## config.mk

```make
export PLATFORM = sky130hd
export DESIGN_NAME = ks_pluck_sequencer
export DESIGN_NICKNAME = d
export VERILOG_FILES = /design/src/rtl/ks_pluck_sequencer.sv
export SDC_FILE = /design/constraint.sdc
export NUM_CORES = 1
export LEC_CHECK = 0
export CAP_MARGIN = 40
export CORE_UTILIZATION = 55
export CTS_CLUSTER_SIZE = 10
export DETAILED_ROUTE_END_ITERATION = 10
export PLACE_DENSITY = 0.82
export SLEW_MARGIN = 25
export SYNTH_ARGS = -nofsm -noshare
export SYNTH_HDL_FRONTEND = slang
export SYNTH_SLANG_ARGS = --single-unit
```

## constraint.sdc

```tcl
create_clock -name clk_i -period 9.8 [get_ports clk_i]
set_input_delay 1.96 -clock clk_i [delete_from_list [all_inputs] [get_ports clk_i]]
set_output_delay 1.96 -clock clk_i [all_outputs]
set_load 0.005 [all_outputs]
```

## src/rtl/ks_pluck_sequencer.sv

```systemverilog
// Note-table sequencer driving pluck/period/prbs/drum of one ks_string voice.
// Per-note drum select is compiled in with KS_SEQ_DRUM_EN; otherwise drum_o is tied low.
module ks_pluck_sequencer #(
  parameter int unsigned DATA_WIDTH   = 8,
  parameter int unsigned PRBS_WIDTH   = 2,
  parameter int unsigned MAX_LENGTH   = 10,
  parameter int unsigned DEPTH        = 16,
  parameter int unsigned DUR_WIDTH    = 4,
  parameter int unsigned TICK_DIV     = 1000,
  parameter int unsigned PLUCK_CYCLES = 4,
  localparam int unsigned AW          = $clog2(DEPTH),
`ifdef KS_SEQ_DRUM_EN
  localparam int unsigned ENTRY_W     = DUR_WIDTH + DATA_WIDTH + 1
`else
  localparam int unsigned ENTRY_W     = DUR_WIDTH + DATA_WIDTH
`endif
) (
  input  logic                  clk_i,
  input  logic                  rst,
  input  logic                  wr_en_i,
  input  logic [AW-1:0]         wr_addr_i,
  input  logic [ENTRY_W-1:0]    wr_data_i,
  input  logic                  start_i,
  input  logic                  stop_i,
  input  logic                  loop_en_i,
  output logic                  pluck_o,
  output logic [DATA_WIDTH-1:0] period_o,
  output logic [PRBS_WIDTH-1:0] prbs_o,
  output logic                  drum_o,
  output logic                  busy_o,
  output logic                  done_o,
  output logic [AW-1:0]         note_idx_o
);

  localparam int unsigned CW = DUR_WIDTH + $clog2(TICK_DIV + 1);
  localparam int unsigned PW = $clog2(PLUCK_CYCLES + 1);
  localparam logic [DATA_WIDTH-1:0] MaxLen    = DATA_WIDTH'(MAX_LENGTH);
  localparam logic [CW-1:0]         TickDiv   = CW'(TICK_DIV);
  localparam logic [PW-1:0]         PluckLast = PW'(PLUCK_CYCLES - 1);
  localparam logic [15:0]           LfsrSeed  = 16'hACE1;

  if (TICK_DIV <= PLUCK_CYCLES) begin : g_bad_tick_div
    $error("ks_pluck_sequencer: TICK_DIV must be greater than PLUCK_CYCLES");
  end
  if (PRBS_WIDTH > 16 || PRBS_WIDTH == 0) begin : g_bad_prbs_width
    $error("ks_pluck_sequencer: PRBS_WIDTH must be 1..16");
  end
  if (PLUCK_CYCLES == 0 || MAX_LENGTH == 0) begin : g_bad_lengths
    $error("ks_pluck_sequencer: PLUCK_CYCLES and MAX_LENGTH must be nonzero");
  end

  typedef enum logic [1:0] {StIdle, StFetch, StPlay} state_e;

  state_e                  r_state, w_state_d;
  // One extra index bit marks "walked past the last entry".
  logic [AW:0]             r_idx, w_idx_d;
  logic [CW-1:0]           r_cnt, w_cnt_d;
  logic [PW-1:0]           r_pk_cnt, w_pk_cnt_d;
  logic                    r_pluck, w_pluck_d;
  logic [DATA_WIDTH-1:0]   r_period, w_period_d;
  logic                    r_drum, w_drum_d;
  logic                    r_busy, w_busy_d;
  logic                    r_done, w_done_d;
  logic [AW-1:0]           r_note_idx, w_note_idx_d;
  logic [15:0]             r_lfsr;
  logic                    w_lfsr_fb;

  logic [ENTRY_W-1:0]      r_mem [DEPTH];
  logic [ENTRY_W-1:0]      r_rd_data;
  logic [AW-1:0]           w_rd_addr;
  logic [DUR_WIDTH-1:0]    w_ent_dur;
  logic [DATA_WIDTH-1:0]   w_ent_per;
  logic                    w_ent_drum;
  logic [DATA_WIDTH-1:0]   w_per_clamped;
  logic [CW-1:0]           w_dur_cycles;
  logic                    w_seq_end;

  assign w_ent_per  = r_rd_data[DATA_WIDTH-1:0];
  assign w_ent_dur  = r_rd_data[DATA_WIDTH +: DUR_WIDTH];
`ifdef KS_SEQ_DRUM_EN
  assign w_ent_drum = r_rd_data[ENTRY_W-1];
`else
  assign w_ent_drum = 1'b0;
`endif

  assign w_per_clamped = (w_ent_per > MaxLen) ? MaxLen : w_ent_per;
  assign w_dur_cycles  = CW'(w_ent_dur) * TickDiv - CW'(1);
  assign w_seq_end     = r_idx[AW] || (w_ent_dur == '0);

  // The read is issued on the edge entering FETCH, so the entry is valid during FETCH.
  assign w_rd_addr = w_idx_d[AW-1:0];

  always_ff @(posedge clk_i) begin
    if (wr_en_i) begin
      r_mem[wr_addr_i] <= wr_data_i;
    end
    r_rd_data <= r_mem[w_rd_addr];
  end

  assign w_lfsr_fb = r_lfsr[0] ^ r_lfsr[2] ^ r_lfsr[3] ^ r_lfsr[5];

  always_comb begin
    w_state_d    = r_state;
    w_idx_d      = r_idx;
    w_cnt_d      = r_cnt;
    w_pk_cnt_d   = r_pk_cnt;
    w_pluck_d    = r_pluck;
    w_period_d   = r_period;
    w_drum_d     = r_drum;
    w_note_idx_d = r_note_idx;
    w_busy_d     = r_busy;
    w_done_d     = 1'b0;

    if (stop_i) begin
      w_state_d = StIdle;
      w_pluck_d = 1'b0;
      w_busy_d  = 1'b0;
    end else begin
      case (r_state)
        StIdle: begin
          if (start_i) begin
            w_state_d = StFetch;
            w_idx_d   = '0;
            w_busy_d  = 1'b1;
          end
        end

        StFetch: begin
          w_pluck_d = 1'b0;
          if (w_seq_end) begin
            // idx != 0 guard keeps an empty table from looping forever.
            if (loop_en_i && (r_idx != '0)) begin
              w_idx_d = '0;
            end else begin
              w_state_d = StIdle;
              w_busy_d  = 1'b0;
              w_done_d  = 1'b1;
            end
          end else begin
            w_state_d    = StPlay;
            w_cnt_d      = w_dur_cycles;
            w_pk_cnt_d   = PluckLast;
            w_pluck_d    = (w_ent_per != '0);
            w_drum_d     = w_ent_drum;
            w_note_idx_d = r_idx[AW-1:0];
            if (w_ent_per != '0) begin
              w_period_d = w_per_clamped;
            end
          end
        end

        StPlay: begin
          if (r_pk_cnt != '0) begin
            w_pk_cnt_d = r_pk_cnt - 1'b1;
          end else begin
            w_pluck_d = 1'b0;
          end
          if (r_cnt == '0) begin
            w_state_d = StFetch;
            w_idx_d   = r_idx + 1'b1;
            w_pluck_d = 1'b0;
          end else begin
            w_cnt_d = r_cnt - 1'b1;
          end
        end

        default: begin
          w_state_d = StIdle;
          w_pluck_d = 1'b0;
          w_busy_d  = 1'b0;
        end
      endcase
    end
  end

  always_ff @(posedge clk_i) begin
    if (rst) begin
      r_state    <= StIdle;
      r_idx      <= '0;
      r_cnt      <= '0;
      r_pk_cnt   <= '0;
      r_pluck    <= 1'b0;
      r_period   <= DATA_WIDTH'(1);
      r_drum     <= 1'b0;
      r_busy     <= 1'b0;
      r_done     <= 1'b0;
      r_note_idx <= '0;
      r_lfsr     <= LfsrSeed;
    end else begin
      r_state    <= w_state_d;
      r_idx      <= w_idx_d;
      r_cnt      <= w_cnt_d;
      r_pk_cnt   <= w_pk_cnt_d;
      r_pluck    <= w_pluck_d;
      r_period   <= w_period_d;
      r_drum     <= w_drum_d;
      r_busy     <= w_busy_d;
      r_done     <= w_done_d;
      r_note_idx <= w_note_idx_d;
      r_lfsr     <= {w_lfsr_fb, r_lfsr[15:1]};
    end
  end

  assign pluck_o    = r_pluck;
  assign period_o   = r_period;
  assign prbs_o     = r_lfsr[PRBS_WIDTH-1:0];
  assign drum_o     = r_drum;
  assign busy_o     = r_busy;
  assign done_o     = r_done;
  assign note_idx_o = r_note_idx;

endmodule

```

**After elaboration in Yosys (flattened, before gate mapping)**

Memories as Yosys holds them, arrays and structs flattened. A register that Yosys moved wholly into a read port is not among the register bits.
Cells that the tools add are included.

- Word-level logic and storage cells: 87
- Output and inout port bits: 18
- RAM bits: 192
- Input port bits: 22
- Memories kept: 1
- Bits in registers: 55

- Bitwise operators: 8
- Reduce and logical (&&, ||, !) cells: 20
- Multiplexer cells: 29
- Magnitude comparators: 1
- Add/sub/neg operators: 4
- $mul: 1
- Equal/unequal tests: 12

Memory list:

| name | depth | width | read ports | clocked after Yosys merged registers in | wr ports | line | source |
|---|---|---|---|---|---|---|---|
| r_mem | 16 | 12 | 1 | 1 | 1 | 68 | `logic [ENTRY_W-1:0] r_mem [DEPTH];` |

Operator list:

| kind | count |
|---|---|
| $mux 14 | 2 |
| $pmux 14 s2 | 1 |
| $sub 14x1->14 const B | 2 |
| $mux 5 | 4 |
| $ne 2x2->1 const B | 8 |
| $reduce_and 4->1 | 4 |
| $pmux 5 s3 | 1 |
| $logic_not 14->1 | 1 |
| $mul 4x7->11 const B | 1 |
| $mux 1 | 9 |
| $gt 8x4->1 const B | 1 |
| $mux 2 | 4 |
| $mux 8 | 1 |
| $reduce_bool 8->1 | 1 |
| $mux 3 | 2 |
| $ne 3x3->1 const B | 2 |
| $pmux 1 s3 | 2 |
| $pmux 2 s3 | 1 |
| $pmux 3 s2 | 1 |
| $reduce_and 3->1 | 2 |
| $reduce_and 6->1 | 1 |
| $reduce_bool 3->1 | 2 |
| $add 5x1->5 const B | 1 |
| $not 1->1 | 5 |
| 14 further kinds | 16 |

**Longest topological paths before layout**

- Depth after elaboration: 6
- Depth in mapped cells: 12
- Depth with buffers taken out: 12

**Least setup slack after synthesis**

No wires, ideal clock.

- Kind: input to register
- From: input port stop_i
- To: register r_rd_data[0], read port of r_mem
- Arrival: 3.745 ns
- Library setup time: 0.120 ns
- Path slack: 5.935 ns
- Required time: 9.680 ns
- Cell stages on the path: 10
- Path buffers: 4
- Cell sequence: clkbuf_1 a21o_1 o31a_1 buf_2 a21o_1 buf_6 buf_4 a211oi_1 o22ai_1 a211o_1

- Cells in the longest elaborated chain, start to end: 1

RTL lines:

| item | line | source |
|---|---|---|
| from (decl) | 24 | `input logic stop_i,` |
| $mux 4 | 114 | `if (stop_i) begin` |
| to (decl) | 69 | `logic [ENTRY_W-1:0] r_rd_data;` |

No other way between the ends.
A chain may end at the register's enable or synchronous reset.

**Final worst setup path**

- From: input port stop_i
- To: register r_rd_data[2], read port of r_mem

Same word-level chain as after synthesis.

==> metrics <==
Post-synth EDFFs 192; Fin Setup TNS 0 ns; drt wl/cell 21.7 um; CTS tree yes; fraction of registers with async set or reset after synthesis 0%; leading area contributor after synthesis edfxtp_1; synth top area cells edfxtp_1 48%, dfxtp_1 11%, a211oi_1 7.0%, o311ai_0 3.3%, a21oi_1 2.8%; Post-route DRC 0; cell chain of the critical path clkdlybuf4s50_1, a21o_1, o31a_2, buf_4, a21o_2, buf_4, a21oi_1, a211oi_1, a211o_1; Initial Util 56.9%; Mapped Area 12100 um2; First-pass DRT Iterations 5; global route overflow 0; fraction of layout cells with a size suffix above 1 7.98%; Synth Net Count 1127; port buffer count 38; Fmax 0.188 GHz; total number of vias 9039; outcome complete, no violations; Hold EP r_lfsr[6]; kind of critical path in -> reg; Lkg Pwr 0.00467 uW; worst setup margin 4.48 ns; Tightest Pin Transition 0.883 ns; power per cell area 181 nW/um2; IO Count 40; diode count 0; Worst setup EP type flip-flop; crit path max-delay cell type buf_4; DRT Wirelength 30200 um; Min Clock Period, post-route 5.32 ns; Worst setup SP type input port; Yosys top cell area share 47.6%; Clock Sinks 259; Max VDD drop 0.159 mV; CP Data Required Time 10.31 ns; CP dominant cell by count buf_4; DP HPWL 18500 um; cts bufs inserted 30; Placeable Area 21300 um2; R2R Path Start r_idx[1]; Post-CTS Setup Inserts 0; Clock transition at path regs 0.06 ns; number of global-route vias before repair 8588; hold path depth 1; Die Area 22600 um2; Rows 53; r2r setup slk 5.40 ns; max cap viols 0; # hold bufs at CTS 0; Netlist cell types 60; Setup Skew 0.0203 ns; Die Wd 150 um; pin count of the biggest net entering global routing 74; Mean Syn Cell Area 11.2 um2; FF-to-FF End r_rd_data[2]; r2r worst-path depth 11; most frequent cells after synthesis 192 x edfxtp_1, 113 x a211oi_1, 87 x nand2_1; CP max FO 73; Ys Warns 0; initial antenna violation count 0; HP Class reg -> reg; gr usage total 27.4%; final number of hold-violating endpoints 0; Worst EP arrival 5.83 ns; die height 150 um; post-route antenna net violation count 0; Via-to-Cell Ratio 6.50; sequential fraction of the synthesis area 58.7%; Post-Place Setup Slack 4.04 ns; H-tree lvl count 1; slew margin rel. 40.6%; unrepaired setup endpoints after global routing no; hold path startpoint r_lfsr[7]; CP max stage delay 0.63 ns; Yosys reg bits 259; first-pass GRT wire length 47100 um; area grow syn2layout 12.4%; Root Buffer Master clkbuf_16; Final Wtd Congestion 0.893; Post-Synthesis Cells 1077; crit share post-route 54.3%; post-CTS sizing 0; drt initial violations 1008; clock buffer depth 3; prevailing post-synth register cell edfxtp_1; net count reported at finish 1144; Final setup viols 0; max-slew violation count 0; clk_lat worst skew 0.57 ns; count leader, synth edfxtp_1
-- how the worst max path moves through the flow --
stage,from,endpoint,slack (ns),depth (start not counted)
global route,stop_i,r_rd_data[2],4.28,9
finish,stop_i,r_rd_data[2],4.48,9
global placement,stop_i,r_rd_data[2],4.07,9
CTS,stop_i,r_rd_data[2],4.60,9
floorplan,stop_i,r_rd_data[0],5.93,10
detailed placement,stop_i,r_rd_data[2],4.04,9
-- layout by cell type, fill, tap and decap left out, types with 4 or more instances in the layout --
| cell | n |
|---|---|
| nor3_1 | 17 |
| xnor2_1 | 6 |
| o311ai_0 | 45 |
| a21oi_1 | 67 |
| a211o_1 | 13 |
| or2_2 | 7 |
| clkbuf_1 | 19 |
| nor2_1 | 52 |
| nor2b_1 | 13 |
| a211oi_1 | 113 |
| dfxtp_1 | 67 |
| a21o_1 | 4 |
| and3_1 | 7 |
| nand2_1 | 87 |
| nand3_1 | 19 |
| inv_1 | 85 |
| ha_1 | 21 |
| edfxtp_1 | 192 |
| clkdlybuf4s50_1 | 38 |
| xor2_1 | 9 |
| buf_4 | 28 |
| o211ai_1 | 31 |
| nor4_1 | 9 |
| o22ai_1 | 19 |
| fa_1 | 7 |
| nand2b_1 | 5 |
| clkbuf_16 | 30 |
| o21ai_0 | 42 |
-- flip-flops by register name, summed over array words and instances, names as in the netlist --
register	cells
r_lfsr	16
busy_o	1
r_mem	192
r_state	2
done_o	1
period_o	8
pluck_o	1
r_idx	5
note_idx_o	4
r_rd_data	12
r_cnt	14
r_pk_cnt	3
-- where the power goes --
group / switching, uW / total [uW] / leakage (uW) / internal, uW
clock: 426 / 1010 / 0.000422 / 585
sequential: 16.8 / 1220 / 0.00229 / 1210
combinational: 142 / 225 / 0.00196 / 82.5
total: 585 / 2460 / 0.00467 / 1870
-- logic make-up after synthesis --
group	after synthesis	synth area share, %
flip-flops	259	58.7
other	1	0.0310
adder cells (fa/ha/maj)	28	3.33
AND/OR/NAND/NOR	242	9.68
AO/OA/AOI/OAI	359	20.6
multiplexers	2	0.238
XOR/XNOR	16	1.28
buffers and inverters	170	6.07
-- critical path, delay by kind of cell --
| kind | cells | cell delay [ns] |
|---|---|---|
| buf+inv | 3 | 1.74 |
| compound gates | 6 | 2.09 |
-- per-layer routing --
layer,wire length (um),track usage (%),up-vias
met5,0,0,-
met4,1510,13.8,0
met3,2260,3.67,101
met2,14300,44.4,478
met1,12100,36.2,4337
li1,-,-,4123
-- stage by stage --
| stage | cells | cell area [um2] | hold WS (ns) | util (%) | power [uW] |
|---|---|---|---|---|---|
| 2_1_floorplan | 1077 | 12100 | 0.389 | - | 1400 |
| 6_report | 1390 | 13600 | 0.403 | 63.9 | 2460 |
| 5_1_grt | 1390 | 13600 | 0.411 | 63.9 | 2540 |
| 3_3_place_gp | 1333 | 12600 | 0.394 | 59.4 | 1460 |
| 4_1_cts | 1388 | 13600 | 0.406 | 63.8 | 2460 |
| 3_5_place_dp | 1335 | 12700 | 0.395 | 59.6 | 1470 |
-- area by class of cell --
type | count | area [um2]
tap | 275 | 344
multi-input combinational | 648 | 4290
timing repair buffer | 70 | 656
sequential | 259 | 7110
clock inverter | 2 | 38.8
inverter | 85 | 319
clock buffer | 51 | 850
fill | 1584 | 7680
No activity file was read; power rests on OpenSTA's default activity.
